**src/rtl/eth_rx_frame_len_tracker.sv**
```systemverilog
// RX AXIS pass-through that counts bytes per frame and queues each frame length in a FWFT FIFO.
// Zero-latency data path; stalls only a frame-closing beat while the length FIFO is full.
module eth_rx_frame_len_tracker #(
  parameter int unsigned DataWidth    = 32,
  parameter int unsigned LenWidth     = 16,
  parameter int unsigned LenFifoDepth = 4
) (
  input  logic                            clk_i,
  input  logic                            rst_i,
  input  logic                            clear_i,
  input  logic [DataWidth-1:0]            s_tdata_i,
  input  logic [DataWidth/8-1:0]          s_tkeep_i,
  input  logic                            s_tlast_i,
  input  logic                            s_tvalid_i,
  output logic                            s_tready_o,
  output logic [DataWidth-1:0]            m_tdata_o,
  output logic [DataWidth/8-1:0]          m_tkeep_o,
  output logic                            m_tlast_o,
  output logic                            m_tvalid_o,
  input  logic                            m_tready_i,
  output logic                            len_valid_o,
  output logic [LenWidth-1:0]             len_o,
  output logic                            len_oversize_o,
  input  logic                            len_ready_i,
  output logic [31:0]                     frame_cnt_o,
  output logic [$clog2(LenFifoDepth):0]   fifo_level_o
);
  localparam int unsigned KeepWidth = DataWidth / 8;
  localparam int unsigned PtrWidth  = $clog2(LenFifoDepth);
  localparam int unsigned LvlWidth  = PtrWidth + 1;
  localparam int unsigned SumWidth  = LenWidth + 1;

  typedef struct packed {
    logic                oversize;
    logic [LenWidth-1:0] len;
  } len_entry_t;

  logic [LenWidth-1:0] acc_q, acc_d;
  logic                ovs_q, ovs_d;
  len_entry_t          mem_q [LenFifoDepth];
  len_entry_t          mem_d [LenFifoDepth];
  logic [PtrWidth-1:0] wr_ptr_q, wr_ptr_d, rd_ptr_q, rd_ptr_d;
  logic [LvlWidth-1:0] level_q, level_d;
  logic [31:0]         frame_cnt_q, frame_cnt_d;

  logic                fifo_full, fifo_empty, blk;
  logic                beat_acc, push, pop, overflow;
  logic [SumWidth-1:0] byte_cnt, sum;
  logic [LenWidth-1:0] sum_sat;

  // Full comes from the registered level only, so a same-cycle pop cannot reach s_tready_o.
  assign fifo_full  = (level_q == LvlWidth'(LenFifoDepth));
  assign fifo_empty = (level_q == '0);
  assign blk        = s_tlast_i & fifo_full;

  assign m_tdata_o  = s_tdata_i;
  assign m_tkeep_o  = s_tkeep_i;
  assign m_tlast_o  = s_tlast_i;
  assign m_tvalid_o = s_tvalid_i & ~blk;
  assign s_tready_o = m_tready_i & ~blk;

  assign beat_acc = s_tvalid_i & s_tready_o;
  assign push     = beat_acc & s_tlast_i;
  assign pop      = ~fifo_empty & len_ready_i;

  always_comb begin
    byte_cnt = '0;
    for (int i = 0; i < KeepWidth; i++) begin
      byte_cnt = byte_cnt + SumWidth'(s_tkeep_i[i]);
    end
  end

  assign sum      = {1'b0, acc_q} + byte_cnt;
  assign overflow = sum[LenWidth];
  assign sum_sat  = overflow ? '1 : sum[LenWidth-1:0];

  always_comb begin
    acc_d       = acc_q;
    ovs_d       = ovs_q;
    mem_d       = mem_q;
    wr_ptr_d    = wr_ptr_q;
    rd_ptr_d    = rd_ptr_q;
    level_d     = level_q;
    frame_cnt_d = frame_cnt_q;

    if (clear_i) begin
      acc_d       = '0;
      ovs_d       = 1'b0;
      wr_ptr_d    = '0;
      rd_ptr_d    = '0;
      level_d     = '0;
      frame_cnt_d = '0;
    end else begin
      if (beat_acc) begin
        if (s_tlast_i) begin
          mem_d[wr_ptr_q] = '{oversize: ovs_q | overflow, len: sum_sat};
          wr_ptr_d        = wr_ptr_q + PtrWidth'(1);
          acc_d           = '0;
          ovs_d           = 1'b0;
          frame_cnt_d     = frame_cnt_q + 32'd1;
        end else begin
          acc_d = sum_sat;
          ovs_d = ovs_q | overflow;
        end
      end
      if (pop) begin
        rd_ptr_d = rd_ptr_q + PtrWidth'(1);
      end
      case ({push, pop})
        2'b10:   level_d = level_q + LvlWidth'(1);
        2'b01:   level_d = level_q - LvlWidth'(1);
        default: level_d = level_q;
      endcase
    end
  end

  always_ff @(posedge clk_i or posedge rst_i) begin
    if (rst_i) begin
      acc_q       <= '0;
      ovs_q       <= 1'b0;
      wr_ptr_q    <= '0;
      rd_ptr_q    <= '0;
      level_q     <= '0;
      frame_cnt_q <= '0;
      for (int i = 0; i < LenFifoDepth; i++) begin
        mem_q[i] <= '0;
      end
    end else begin
      acc_q       <= acc_d;
      ovs_q       <= ovs_d;
      wr_ptr_q    <= wr_ptr_d;
      rd_ptr_q    <= rd_ptr_d;
      level_q     <= level_d;
      frame_cnt_q <= frame_cnt_d;
      mem_q       <= mem_d;
    end
  end

  // Storage is not cleared, so the head is masked while empty.
  assign len_valid_o    = ~fifo_empty;
  assign len_o          = fifo_empty ? '0 : mem_q[rd_ptr_q].len;
  assign len_oversize_o = fifo_empty ? 1'b0 : mem_q[rd_ptr_q].oversize;
  assign frame_cnt_o    = frame_cnt_q;
  assign fifo_level_o   = level_q;

endmodule

```
**config.mk**
```make
export PLATFORM = sky130hd
export DESIGN_NAME = eth_rx_frame_len_tracker
export DESIGN_NICKNAME = d
export VERILOG_FILES = /design/src/rtl/eth_rx_frame_len_tracker.sv
export SDC_FILE = /design/constraint.sdc
export NUM_CORES = 1
export LEC_CHECK = 0
export ABC_AREA = 1
export CAP_MARGIN = 10
export CELL_PAD_IN_SITES_DETAIL_PLACEMENT = 1
export CELL_PAD_IN_SITES_GLOBAL_PLACEMENT = 2
export CORE_MARGIN = 3
export CORE_UTILIZATION = 30
export CTS_CLUSTER_SIZE = 10
export DETAILED_ROUTE_END_ITERATION = 12
export HOLD_SLACK_MARGIN = 0.15
export MAX_ROUTING_LAYER = met4
export PLACE_DENSITY_LB_ADDON = 0.1
export SLEW_MARGIN = 20
export SYNTH_ARGS = -nofsm -noshare
export SYNTH_HDL_FRONTEND = slang
export SYNTH_SLANG_ARGS = --single-unit
```
**constraint.sdc**
```tcl
create_clock -name clk_i -period 5.15 [get_ports clk_i]
set_clock_uncertainty 0.15 [all_clocks]
set_input_delay 0.515 -clock clk_i [delete_from_list [all_inputs] [get_ports clk_i]]
set_output_delay 0.515 -clock clk_i [all_outputs]
set_load 0.05 [all_outputs]
```
Word level (Yosys, flattened, before mapping) --
Cells that the tools add are included.
Word-level totals: input bits 43, output and inout bits 92, flip-flop bits (word level) 124
Cells by class: bitwise logic cells 12, reductions and logical operators 8, mux-type cells 25, equality and inequality tests 3, add/sub/neg operators 9, magnitude comparators 3
Operator list (number):
- 2-to-1 mux 32 bit | 3
- 2-to-1 mux 16 bit | 5
- bitwise mux 68 bit | 1
- 2-to-1 mux 17 bit | 3
- binary-select mux 17 bit (select 2 bit) | 1
- demux 17 bit (select 2 bit) | 1
- adder 32 x 1 -> 32 bit (second input constant) | 1
- adder 16 x 4 -> 17 bit | 1
- 2-to-1 mux 2 bit | 5
- bitwise AND 1 bit | 6
- greater-or-equal comparator 3 bit (second input constant) | 2
- NOT 2 -> 3 bit | 2
- case mux 3 bit (2 select lines) | 1
- nonzero test 2 bit | 3
- adder 2 x 1 -> 2 bit (second input constant) | 2
- adder 3 x 1 -> 4 bit | 1
- 2-to-1 mux 1 bit | 4
- adder 2 x 1 -> 3 bit | 1
- adder 3 x 1 -> 3 bit (second input constant) | 1
- equality test 3 bit (second input constant) | 1
- logical NOT 3 bit | 1
- less-than comparator 3 x 1 -> 1 bit (second input constant) | 1
- 2-to-1 mux 3 bit | 1
- NOT 1 bit | 3
- 9 further kinds | 9

Depth between registers and ports, before layout --
Gate-level depths: netlist of run 1.
depth after elaboration 9, gate-level depth with buffers 13, mapped depth without buffers 13

Least setup slack after synthesis of run 1 --
OpenSTA, ideal clock, no wires.
kind input-to-reg, start input s_tkeep_i[0], end register acc_q[6], stages on the path 13, arrival time 2.590 ns, library setup time 0.074 ns, path slack 2.336 ns, path through fa_1 -> inv_1 -> fa_1 -> inv_1 -> fa_1 -> nand2_2 -> nor2_4 -> nand2_4 -> nand3b_4 -> buf_12 -> nand2_2 -> nand2_1 -> o21ai_2
Between the ends: longest elaborated chain between the ends 8
Ends and longest elaborated chain:
- from (decl) | RTL line 12 | input logic [DataWidth/8-1:0] s_tkeep_i,
- adder 1 x 1 -> 2 bit | RTL line 69 | byte_cnt = byte_cnt + SumWidth'(s_tkeep_i[i]);
- adder 2 x 1 -> 3 bit | RTL line 69
- adder 3 x 1 -> 4 bit | RTL line 69
- adder 16 x 4 -> 17 bit | RTL line 73 | assign sum = {1'b0, acc_q} + byte_cnt;
- 2-to-1 mux 16 bit | RTL line 75 | assign sum_sat = overflow ? '1 : sum[LenWidth-1:0];
- 2-to-1 mux 16 bit | RTL line 95 | if (s_tlast_i) begin
- 2-to-1 mux 16 bit | RTL line 94 | if (beat_acc) begin
- 2-to-1 mux 16 bit | RTL line 86 | if (clear_i) begin
- to (signal assigned) | RTL line 119 | acc_q <= '0;
- to (signal assigned) | RTL line 129 | acc_q <= acc_d;
- to (decl) | RTL line 38 | logic [LenWidth-1:0] acc_q, acc_d;
No other way between the ends. The select of a mux whose other input is x is not followed. A chain may end at the register's enable or synchronous reset.

Final worst setup path of run 1 --
start register rd_ptr_q[1], end output len_o[11]
Between the ends: longest elaborated chain between the ends 5
Ends and longest elaborated chain:
- from (decl) | RTL line 42 | logic [PtrWidth-1:0] wr_ptr_q, wr_ptr_d, rd_ptr_q, rd_ptr_d;
- from (signal assigned) | RTL line 132 | rd_ptr_q <= rd_ptr_d;
- NOT 2 -> 3 bit (not written as such) | RTL line 141 | assign len_o = fifo_empty ? '0 : mem_q[rd_ptr_q].len;
- binary-select mux 17 bit (select 2 bit) | RTL line 141
- 2-to-1 mux 17 bit (2 in series)
- 2-to-1 mux 16 bit | RTL line 141
- to (decl) | RTL line 22 | output logic [LenWidth-1:0] len_o,
No other way between the ends. The select of a mux whose other input is x is not followed.

==> results.json, run 1 <==
{
  "nFillCells": 2944,
  "core_area_mm2": 0.0238,
  "start_util_pct": 30.9,
  "grt_remaining_overflow": 0,
  "ys_async_sr_fraction_pct": 100,
  "cts_setup_buffers": 0,
  "ys_types": 40,
  "synth_most_common_cell": "nand2_1",
  "grt_antenna_before_repair": 0,
  "ctsRootBufferMaster": "clkbuf_16",
  "grt_pass1_wl_um": 38200,
  "cp-start-kind": "flip-flop",
  "outcome": "finished, final reports clean",
  "syn_avg_cell_area_um2": 7.34,
  "fp.dieH_um": 163,
  "critPathArrivalTime_ns": 3.26,
  "syn_to_final_growth_pct": 17.1,
  "path_class": "reg2out",
  "num_vias": 6436,
  "slew_violations": 0,
  "wl_per_cell_um": 17.4,
  "slowest_delay_ns": 0.98,
  "ioPinCount": 135,
  "clock_path_buffers": 2,
  "cts_max_level": 4,
  "cap_violations": 0,
  "r2r_start": "fifo_level_o[0]",
  "placed_cell_area_mm2": 0.00800,
  "drt_iter0_markers": 286,
  "cp.required_ns": 4.49,
  "min_period_ns": 3.92,
  "cts-hold-fix-buffers": 0,
  "grt_use_total_pct": 19.2,
  "synth_edf_count": 0,
  "max-slew-margin-rel_pct": 30.4,
  "critical_path_depth": 6,
  "report.final.hold_viol_count": 0,
  "antennaDiodeCount": 0,
  "nets": 1078,
  "yosysTopAreaCellShare_pct": 42.1,
  "pre_cts_slack_ns": 1.34,
  "power.density_mw_per_mm2": 314,
  "cp_cell_sequence": "clkinv_1 -> buf_4 -> a21oi_1 -> o21ai_0 -> a21oi_1 -> clkdlybuf4s50_1",
  "final.setup.worst_slack_ns": 1.23,
  "ant_nets": 0,
  "synth_fp_nets": 1056,
  "ys.flop_type": "dfrtp_1",
  "ys_ff_latch": 124,
  "ff2ff_setup_slack_ns": 2.31,
  "setup_violations": 0,
  "cts_buffers": 17,
  "stdcell_area_mm2": 0.00862,
  "dp_cells": 1325,
  "dp_hpwl_um": 15900,
  "cp_max_fo": 19,
  "drc": 0,
  "grt_pass1_vias": 6713,
  "multi_input_area_mm2": 0.00342,
  "synth_area_mm2": 0.00736,
  "synth_warnings": 0,
  "synth-seq-area-share_pct": 42.1,
  "reg2regPathDepth": 13,
  "ctsResizeCount": 0,
  "worstSetupEndpoint": "len_o[11]",
  "io_buffers": 70,
  "insertion_delay_ns": 0.43,
  "peakVddDrop_uv": 140,
  "hold_class": "reg2reg",
  "synth_cells": 1003,
  "die_area_mm2": 0.0265,
  "die_x_um": 163,
  "cts_tree": "done",
  "path_delay_family": "buffers and inverters",
  "drive_above_1_share_pct": 7.23,
  "wl_um": 23600,
  "synth_common_cells": "346 x nand2_1, 124 x dfrtp_1, 115 x nor2_1",
  "fin_crit_sh_pct": 76.2,
  "clkTransAtPathRegs_ns": 0.06,
  "rsz0062_at_grt": "no",
  "timing.fmax_ghz": 0.255,
  "cts.sinks": 124,
  "worst_slew_pin_slew_ns": 1.04,
  "crit_slowest_cell": "dfrtp_1",
  "synthTopCellsByArea": "dfrtp_1 42%, nand2_1 18%, nor2_1 5.9%",
  "final_cells": 1357,
  "finalHoldWorstSlack_ns": 0.326,
  "routabilityCongestion": 0.784,
  "viasPerCell": 4.74,
  "cp-startpoint": "rd_ptr_q[1]",
  "crit_path_end_kind": "output pin",
  "grt_max_degree": 91,
  "leakage_nw": 3.96,
  "seq_area_mm2": 0.00310,
  "r2r-end": "fifo_level_o[2]",
  "tns_ns": 0,
  "cpMostUsedCell": "a21oi_1",
  "path_buf_inv": 3,
  "row_count": 56,
  "yosysTopAreaCell": "dfrtp_1",
  "dr.pass1.iters": 4
}
==> worst min-delay path by stage <==
stage | start | end | slack, ns | depth (start not counted)
after floorplan | mem_q[0] | mem_q[0] | 0.29 | 2
after global placement | mem_q[1] | mem_q[1] | 0.31 | 2
after detailed placement | mem_q[1] | mem_q[1] | 0.31 | 2
after CTS | mem_q[1] | mem_q[1] | 0.33 | 2
after global routing | mem_q[15] | mem_q[15] | 0.35 | 2
final | mem_q[48] | mem_q[48] | 0.33 | 2
==> cell type report <==
class	instances	area share (%)
clock buffer	17	4.93
sequential	124	36.0
tap	319	4.63
timing repair buffer	74	8.47
inverter	90	3.99
clock inverter	15	2.29
multi-input combinational	718	39.7
==> routing by layer <==
metal	wire length (um)	part of all wire, %	vias to the layer above	GRT usage, %
li1	-	-	3184	-
met1	11300	48	3145	24.8
met2	11500	49	87	31.8
met3	491	2.1	20	2.77
met4	319	1.4	0	5.34
met5	0	0	-	-
==> through the flow <==
stage / utilization [%] / power (W)
global route: 36.2 / 0.00283
global placement: 33.6 / 0.00142
detailed placement: 33.6 / 0.00143
floorplan: - / 0.00137
CTS: 36.2 / 0.00274
finish: 36.2 / 0.00271
==> power by group <==
part           leakage [nW]  switching (W)  internal [W]  total [W]
Combinational          2.02       0.000272      0.000101   0.000373
Sequential             1.65      0.0000191       0.00101    0.00103
Clock                 0.299       0.000493      0.000809    0.00130
Total                  3.96       0.000784       0.00192    0.00271
==> worst register-to-register path, cell delays in order (launching register included) <==
cell and delay, ns:
dfrtp_1 0.43, nor2_1 0.19, inv_1 0.09, nor2_4 0.56, nor2_2 0.18, nand2_1 0.16, inv_1 0.09, fa_1 0.40
xnor2_1 0.20, inv_1 0.06, nand2_1 0.06, nand2_1 0.04, nand3_1 0.06, nand2_1 0.06
==> kinds of logic after synthesis <==
| group | count (synthesis) | share of synthesized area, % |
|---|---|---|
| compound gates | 137 | 9.69 |
| xor+xnor | 6 | 0.714 |
| fa+ha+maj | 10 | 2.11 |
| buf+inv | 161 | 11.4 |
| flops | 124 | 42.1 |
| simple gates | 565 | 34.0 |
==> registers in the layout, indices dropped and copies added (netlist names) <==
name / count
acc_q: 16
frame_cnt_o: 32
wr_ptr_q: 2
ovs_q: 1
mem_q: 68
fifo_level_o: 3
rd_ptr_q: 2
==> cell usage in the layout (no fill, tap or decap), types with 3 or more instances in the layout <==
cell / n
ha_1: 6
nand2_4: 7
o21ai_2: 3
nor3_1: 14
o21ai_1: 4
clkinvlp_4: 3
nand3_4: 5
nand3_1: 37
dfrtp_1: 124
bufinv_16: 4
nand2_1: 346
a21oi_1: 46
clkdlybuf4s50_1: 70
clkinv_1: 3
fa_1: 4
nand2_2: 4
nand4_1: 21
nor2_4: 4
buf_4: 4
clkinv_4: 3
inv_2: 4
nor2_1: 115
xor2_1: 5
o21ai_0: 79
clkinv_2: 5
inv_1: 81
clkbuf_16: 17
Note: power is estimated with default switching activity, not from simulation.
==> run 2: changes to the inputs <==
--- a/config.mk
+++ b/config.mk
@@ -10,7 +10,7 @@
 export CELL_PAD_IN_SITES_DETAIL_PLACEMENT = 1
 export CELL_PAD_IN_SITES_GLOBAL_PLACEMENT = 2
 export CORE_MARGIN = 3
-export CORE_UTILIZATION = 30
+export CORE_UTILIZATION = 27
 export CTS_CLUSTER_SIZE = 10
 export DETAILED_ROUTE_END_ITERATION = 12
 export HOLD_SLACK_MARGIN = 0.15
==> constraint.sdc (replaced) <==
create_clock -name clk_i -period 3.55 [get_ports clk_i]
set_clock_uncertainty 0.15 [all_clocks]
set_input_delay 0.355 -clock clk_i [delete_from_list [all_inputs] [get_ports clk_i]]
set_output_delay 0.355 -clock clk_i [all_outputs]
set_load 0.05 [all_outputs]
==> run 2 against run 1 <==
  * Clock power rose by 32%
  * Sequential share of layout area down 0.79 points
  * Largest power group unchanged
  * Register-to-register slack got worse by 1.2 ns
  * First-iteration DRC count grew 8.0%
  * Combinational power up 64%
  * Global-route usage is 0.30 points lower
  * Sequential power grew 45%
  * Critical path type is now in2reg
  * Cell area is 2.2% higher
  * Critical path depth grew 8
  * Final cell count up 2.5%
  * Hold slack worse by 0.0028 ns
==> results.json, run 2 (synthesis results as in run 1) <==
{
  "min_from": "mem_q[54]",
  "top_register": "mem_q",
  "clock_path_buffers": 2,
  "wl_um": 25600,
  "routabilityCongestion": 0.801,
  "dp_hpwl_um": 17500,
  "final_cells": 1391,
  "setup_violations": 0,
  "fp.dieH_um": 171,
  "clkTransAtPathRegs_ns": 0.07,
  "timing.fmax_ghz": 0.334,
  "grt_pass1_wl_um": 41200,
  "rsz0062_at_grt": "no",
  "num_vias": 6615,
  "slew_violations": 0,
  "drt_iter0_markers": 309,
  "leakage_nw": 4.09,
  "grt_antenna_before_repair": 0,
  "grt_max_degree": 68,
  "max-slew-margin-rel_pct": 57.2,
  "grt_remaining_overflow": 0,
  "cp-start-kind": "primary input",
  "cts_max_level": 4,
  "die_area_mm2": 0.0293,
  "min_period_ns": 3.00,
  "final_common_cell": "nand2_1",
  "power_w": 0.00382,
  "ctsRootBufferMaster": "clkbuf_16",
  "path_class": "in2reg",
  "multi_input_area_mm2": 0.00342,
  "viasPerCell": 4.76,
  "ant_nets": 0,
  "report.final.hold_viol_count": 0,
  "cts_buffers": 17,
  "syn_to_final_growth_pct": 19.7,
  "dr.pass1.iters": 4,
  "cts_tree": "done",
  "nets": 1096,
  "seq_area_mm2": 0.00310,
  "drive_above_1_share_pct": 10.2,
  "largest_register_ffs": 68,
  "grt_use_total_pct": 18.9,
  "final_util_pct": 33.4,
  "grt_pass1_vias": 7085,
  "min_path_cells": 2,
  "cts.sinks": 124,
  "tns_ns": 0,
  "r2r-end": "acc_q[9]",
  "cap_violations": 0,
  "dp_cells": 1358,
  "holdPathEnd": "mem_q[54]",
  "drc": 0,
  "antennaDiodeCount": 0,
  "peakVddDrop_uv": 219,
  "outcome": "finished, final reports clean",
  "row_count": 59,
  "r2r_start": "acc_q[0]",
  "worst_slew_pin_slew_ns": 0.643,
  "fin_crit_sh_pct": 84.4,
  "wl_per_cell_um": 18.4,
  "mostFrequentLayoutCells": "346 x nand2_1, 124 x dfrtp_1, 115 x nor2_1",
  "cp.required_ns": 3.76,
  "start_util_pct": 27.9,
  "hold_class": "reg2reg",
  "die_x_um": 171,
  "power.density_mw_per_mm2": 433,
  "reg2regPathDepth": 12,
  "cts_setup_buffers": 0,
  "crit_path_end_kind": "flip-flop",
  "cp_max_fo": 9,
  "insertion_delay_ns": 0.43,
  "nFillCells": 3268,
  "core_area_mm2": 0.0264,
  "io_buffers": 70,
  "critPathArrivalTime_ns": 3.21,
  "ioPinCount": 135,
  "ff2ff_setup_slack_ns": 1.14
}
==> run 2: report_power, final <==
group          internal, W  switching, W  total (W)
registers          0.00147     0.0000251    0.00149
clock network     0.000976      0.000737    0.00171
logic             0.000187      0.000425   0.000612
==> run 2: metal layers <==
metal | part of all wire [%] | routed length, um | global-route usage (%)
met4 | 0.91 | 233 | 4.06
met2 | 50 | 12900 | 33.0
met1 | 46 | 11800 | 23.5
met5 | 0 | 0 | -
met3 | 2.4 | 603 | 2.59
==> run 2: worst max-delay path, stage by stage <==
cell,delay (ns)
clkdlybuf4s50_1,0.45
fa_1,0.57
inv_1,0.06
fa_1,0.36
inv_1,0.09
fa_1,0.22
nand2_2,0.10
nor2_4,0.13
nand2_4,0.08
nand3b_4,0.28
buf_4,0.24
nand3_2,0.12
nand2_1,0.06
nand2_1,0.08
==> run 2: layout make-up <==
type,instances,share of cell area (%)
Multi-Input combinational cell,718,38.8
Sequential cell,124,35.2
Timing Repair Buffer,92,10.9
Clock buffer,18,4.87
Tap cell,335,4.76
Inverter,90,3.89
Clock inverter,14,1.53
==> run 2: what timing repair did <==
action                     4_1_cts  5_1_grt
hold endpoints to repair        11        0
setup endpoints to repair        0        0
hold buffers                     1        0
resized for setup                0        0
==> run 2: worst max path at each step <==
| stage | depth (start not counted) | slack (ns) | from | endpoint |
|---|---|---|---|---|
| 4_1_cts | 14 | 0.53 | s_tkeep_i[0] | acc_q[9] |
| 3_3_place_gp | 14 | 0.18 | s_tkeep_i[0] | mem_q[49] |
| 5_1_grt | 14 | 0.40 | s_tkeep_i[0] | acc_q[2] |
| 6_report | 14 | 0.55 | s_tkeep_i[0] | acc_q[9] |
| 2_1_floorplan | 13 | 0.90 | s_tkeep_i[0] | acc_q[6] |
| 3_5_place_dp | 14 | 0.12 | s_tkeep_i[0] | acc_q[9] |
==> run 2: stage by stage <==
stage | setup slack, ns | hold WS, ns | area [um2]
finish | 0.552 | 0.323 | 8810
global route | 0.397 | 0.352 | 8810
CTS | 0.532 | 0.327 | 8810
detailed placement | 0.119 | 0.310 | 8240
global placement | 0.177 | 0.309 | 8240
floorplan | 0.896 | 0.294 | 7370
==> run 3: changes to the inputs <==
--- a/config.mk
+++ b/config.mk
@@ -10,7 +10,7 @@
 export CELL_PAD_IN_SITES_DETAIL_PLACEMENT = 1
 export CELL_PAD_IN_SITES_GLOBAL_PLACEMENT = 2
 export CORE_MARGIN = 3
-export CORE_UTILIZATION = 27
+export CORE_UTILIZATION = 30
 export CTS_CLUSTER_SIZE = 10
 export DETAILED_ROUTE_END_ITERATION = 12
 export HOLD_SLACK_MARGIN = 0.15
==> constraint.sdc (replaced) <==
create_clock -name clk_i -period 3.1 [get_ports clk_i]
set_clock_uncertainty 0.15 [all_clocks]
set_input_delay 0.31 -clock clk_i [delete_from_list [all_inputs] [get_ports clk_i]]
set_output_delay 0.31 -clock clk_i [all_outputs]
set_load 0.05 [all_outputs]
==> run 3 against run 2 <==
  * Flip-flop and latch count stayed put
  * Critical path depth unchanged
  * Register-to-register slack worse by 0.50 ns
  * Final cell count decreased by 0.36%
  * Largest power group unchanged
  * Wire length is 5.4% lower
  * Sequential share of layout area down 0.51 points
  * Largest cell class unchanged
==> results.json, run 3 (synthesis results as in run 1) <==
{
  "report.final.hold_viol_count": 0,
  "path_class": "in2reg",
  "die_area_mm2": 0.0265,
  "drt_iter0_markers": 247,
  "largest_register_ffs": 68,
  "setup_violations": 0,
  "clock_path_buffers": 2,
  "ctsRootBufferMaster": "clkbuf_16",
  "dr.pass1.iters": 4,
  "cap_violations": 0,
  "nets": 1107,
  "cts_setup_buffers": 0,
  "critPathArrivalTime_ns": 3.08,
  "path_delay_family": "adder cells",
  "cts_tree": "done",
  "io_buffers": 70,
  "ioPinCount": 135,
  "cpMostUsedCell": "fa_1",
  "routabilityCongestion": 0.838,
  "timing.fmax_ghz": 0.346,
  "grt_use_total_pct": 19.7,
  "ctsResizeCount": 0,
  "ant_nets": 0,
  "finalHoldWorstSlack_ns": 0.156,
  "final_util_pct": 37.5,
  "row_count": 56,
  "grt_pass1_wl_um": 39300,
  "core_area_mm2": 0.0238,
  "mostFrequentLayoutCells": "346 x nand2_1, 124 x dfrtp_1, 115 x nor2_1",
  "rsz0062_at_grt": "no",
  "crit_path_end_kind": "flip-flop",
  "fin_crit_sh_pct": 93.4,
  "wl_um": 24200,
  "syn_to_final_growth_pct": 21.5,
  "slowest_delay_ns": 0.58,
  "worst_slew_pin_slew_ns": 0.629,
  "fp.dieH_um": 163,
  "cts_max_level": 4,
  "insertion_delay_ns": 0.42,
  "peakVddDrop_uv": 292,
  "antennaDiodeCount": 0,
  "cp.required_ns": 3.28,
  "power.density_mw_per_mm2": 505,
  "start_util_pct": 30.9,
  "stdcell_area_mm2": 0.00894,
  "path_buf_inv": 5,
  "cts_buffers": 17,
  "nFillCells": 2977,
  "power_w": 0.00451,
  "placed_cell_area_mm2": 0.00834,
  "num_vias": 6583,
  "wl_per_cell_um": 17.4,
  "grt_remaining_overflow": 0,
  "slew_violations": 0,
  "drive_above_1_share_pct": 11.2,
  "clkTransAtPathRegs_ns": 0.06,
  "grt_pass1_vias": 7019,
  "cp_max_fo": 4,
  "hold_class": "in2async",
  "dp_hpwl_um": 17000,
  "cts.sinks": 124,
  "die_x_um": 163,
  "final_cells": 1386,
  "leakage_nw": 4.17,
  "final_common_cell": "nand2_1",
  "cp-start-kind": "primary input",
  "max-slew-margin-rel_pct": 58.0,
  "grt_antenna_before_repair": 0,
  "drc": 0,
  "cts-hold-fix-buffers": 0,
  "top_register": "mem_q",
  "grt_max_degree": 47,
  "dp_cells": 1354,
  "cp_cell_sequence": "clkdlybuf4s50_1 -> fa_1 -> inv_1 -> fa_1 -> inv_1 -> fa_1 -> nand2_2 -> nor2_4 -> nand2_4 -> buf_4 -> nor2_1 -> nor2_1 -> buf_4 -> o21ai_0",
  "viasPerCell": 4.75,
  "crit_slowest_cell": "fa_1",
  "min_period_ns": 2.89,
  "outcome": "finished, final reports clean"
}
==> run 3: cell types whose count changed in the layout (fill, tap and decap cells not counted), sizes merged <==
cell,delta
inv,-3
clkbuf,+1
dlygate4sd3,-1
bufinv,+2
clkinvlp,+2
clkinv,-2
buf,+12
==> run 3: final timing paths <==
check                           slack, ns  cells past startpoint              end       startpoint
worst min-delay path                 0.16                      2      rd_ptr_q[1]            rst_i
max in group asynchronous            2.00                      3  frame_cnt_o[16]            rst_i
worst max register to register       0.64                     13  fifo_level_o[2]  fifo_level_o[0]
worst max-delay path                 0.21                     14         mem_q[8]     s_tkeep_i[0]
worst min register to register       0.32                      2        mem_q[10]        mem_q[10]
min in group clk_i                   0.32                      2        mem_q[10]        mem_q[10]
==> run 3: metrics by stage <==
step / setup TNS [ns] / setup WS, ns
3_5_place_dp: -11.70 / -0.220
5_1_grt: 0 / 0.0221
6_report: 0 / 0.206
2_1_floorplan: 0 / 0.491
3_3_place_gp: -9.91 / -0.179
4_1_cts: 0 / 0.199
==> run 3: layout make-up <==
| type | instances | area, um2 | area share [%] |
|---|---|---|---|
| clock buffers | 19 | 443 | 4.95 |
| inverters | 90 | 343 | 3.83 |
| multi-input cells | 718 | 3420 | 38.3 |
| clock inverters | 13 | 166 | 1.86 |
| repair buffers | 103 | 1070 | 11.9 |
| flip-flops and latches | 124 | 3100 | 34.7 |
| well taps | 319 | 399 | 4.46 |
==> run 3: where the power goes <==
group / leakage [nW] / internal [W] / switching, W
clock network: 0.290 / 0.00129 / 0.000809
logic: 2.23 / 0.000224 / 0.000480
registers: 1.65 / 0.00168 / 0.0000282
==> run 3: per-layer routing <==
layer	up-vias	GRT usage [%]	part of all wire, %
met2	91	34.6	51
met1	3236	23.9	46
met3	19	3.15	2.3
met4	0	4.69	1.2
li1	3237	-	-
met5	-	-	0
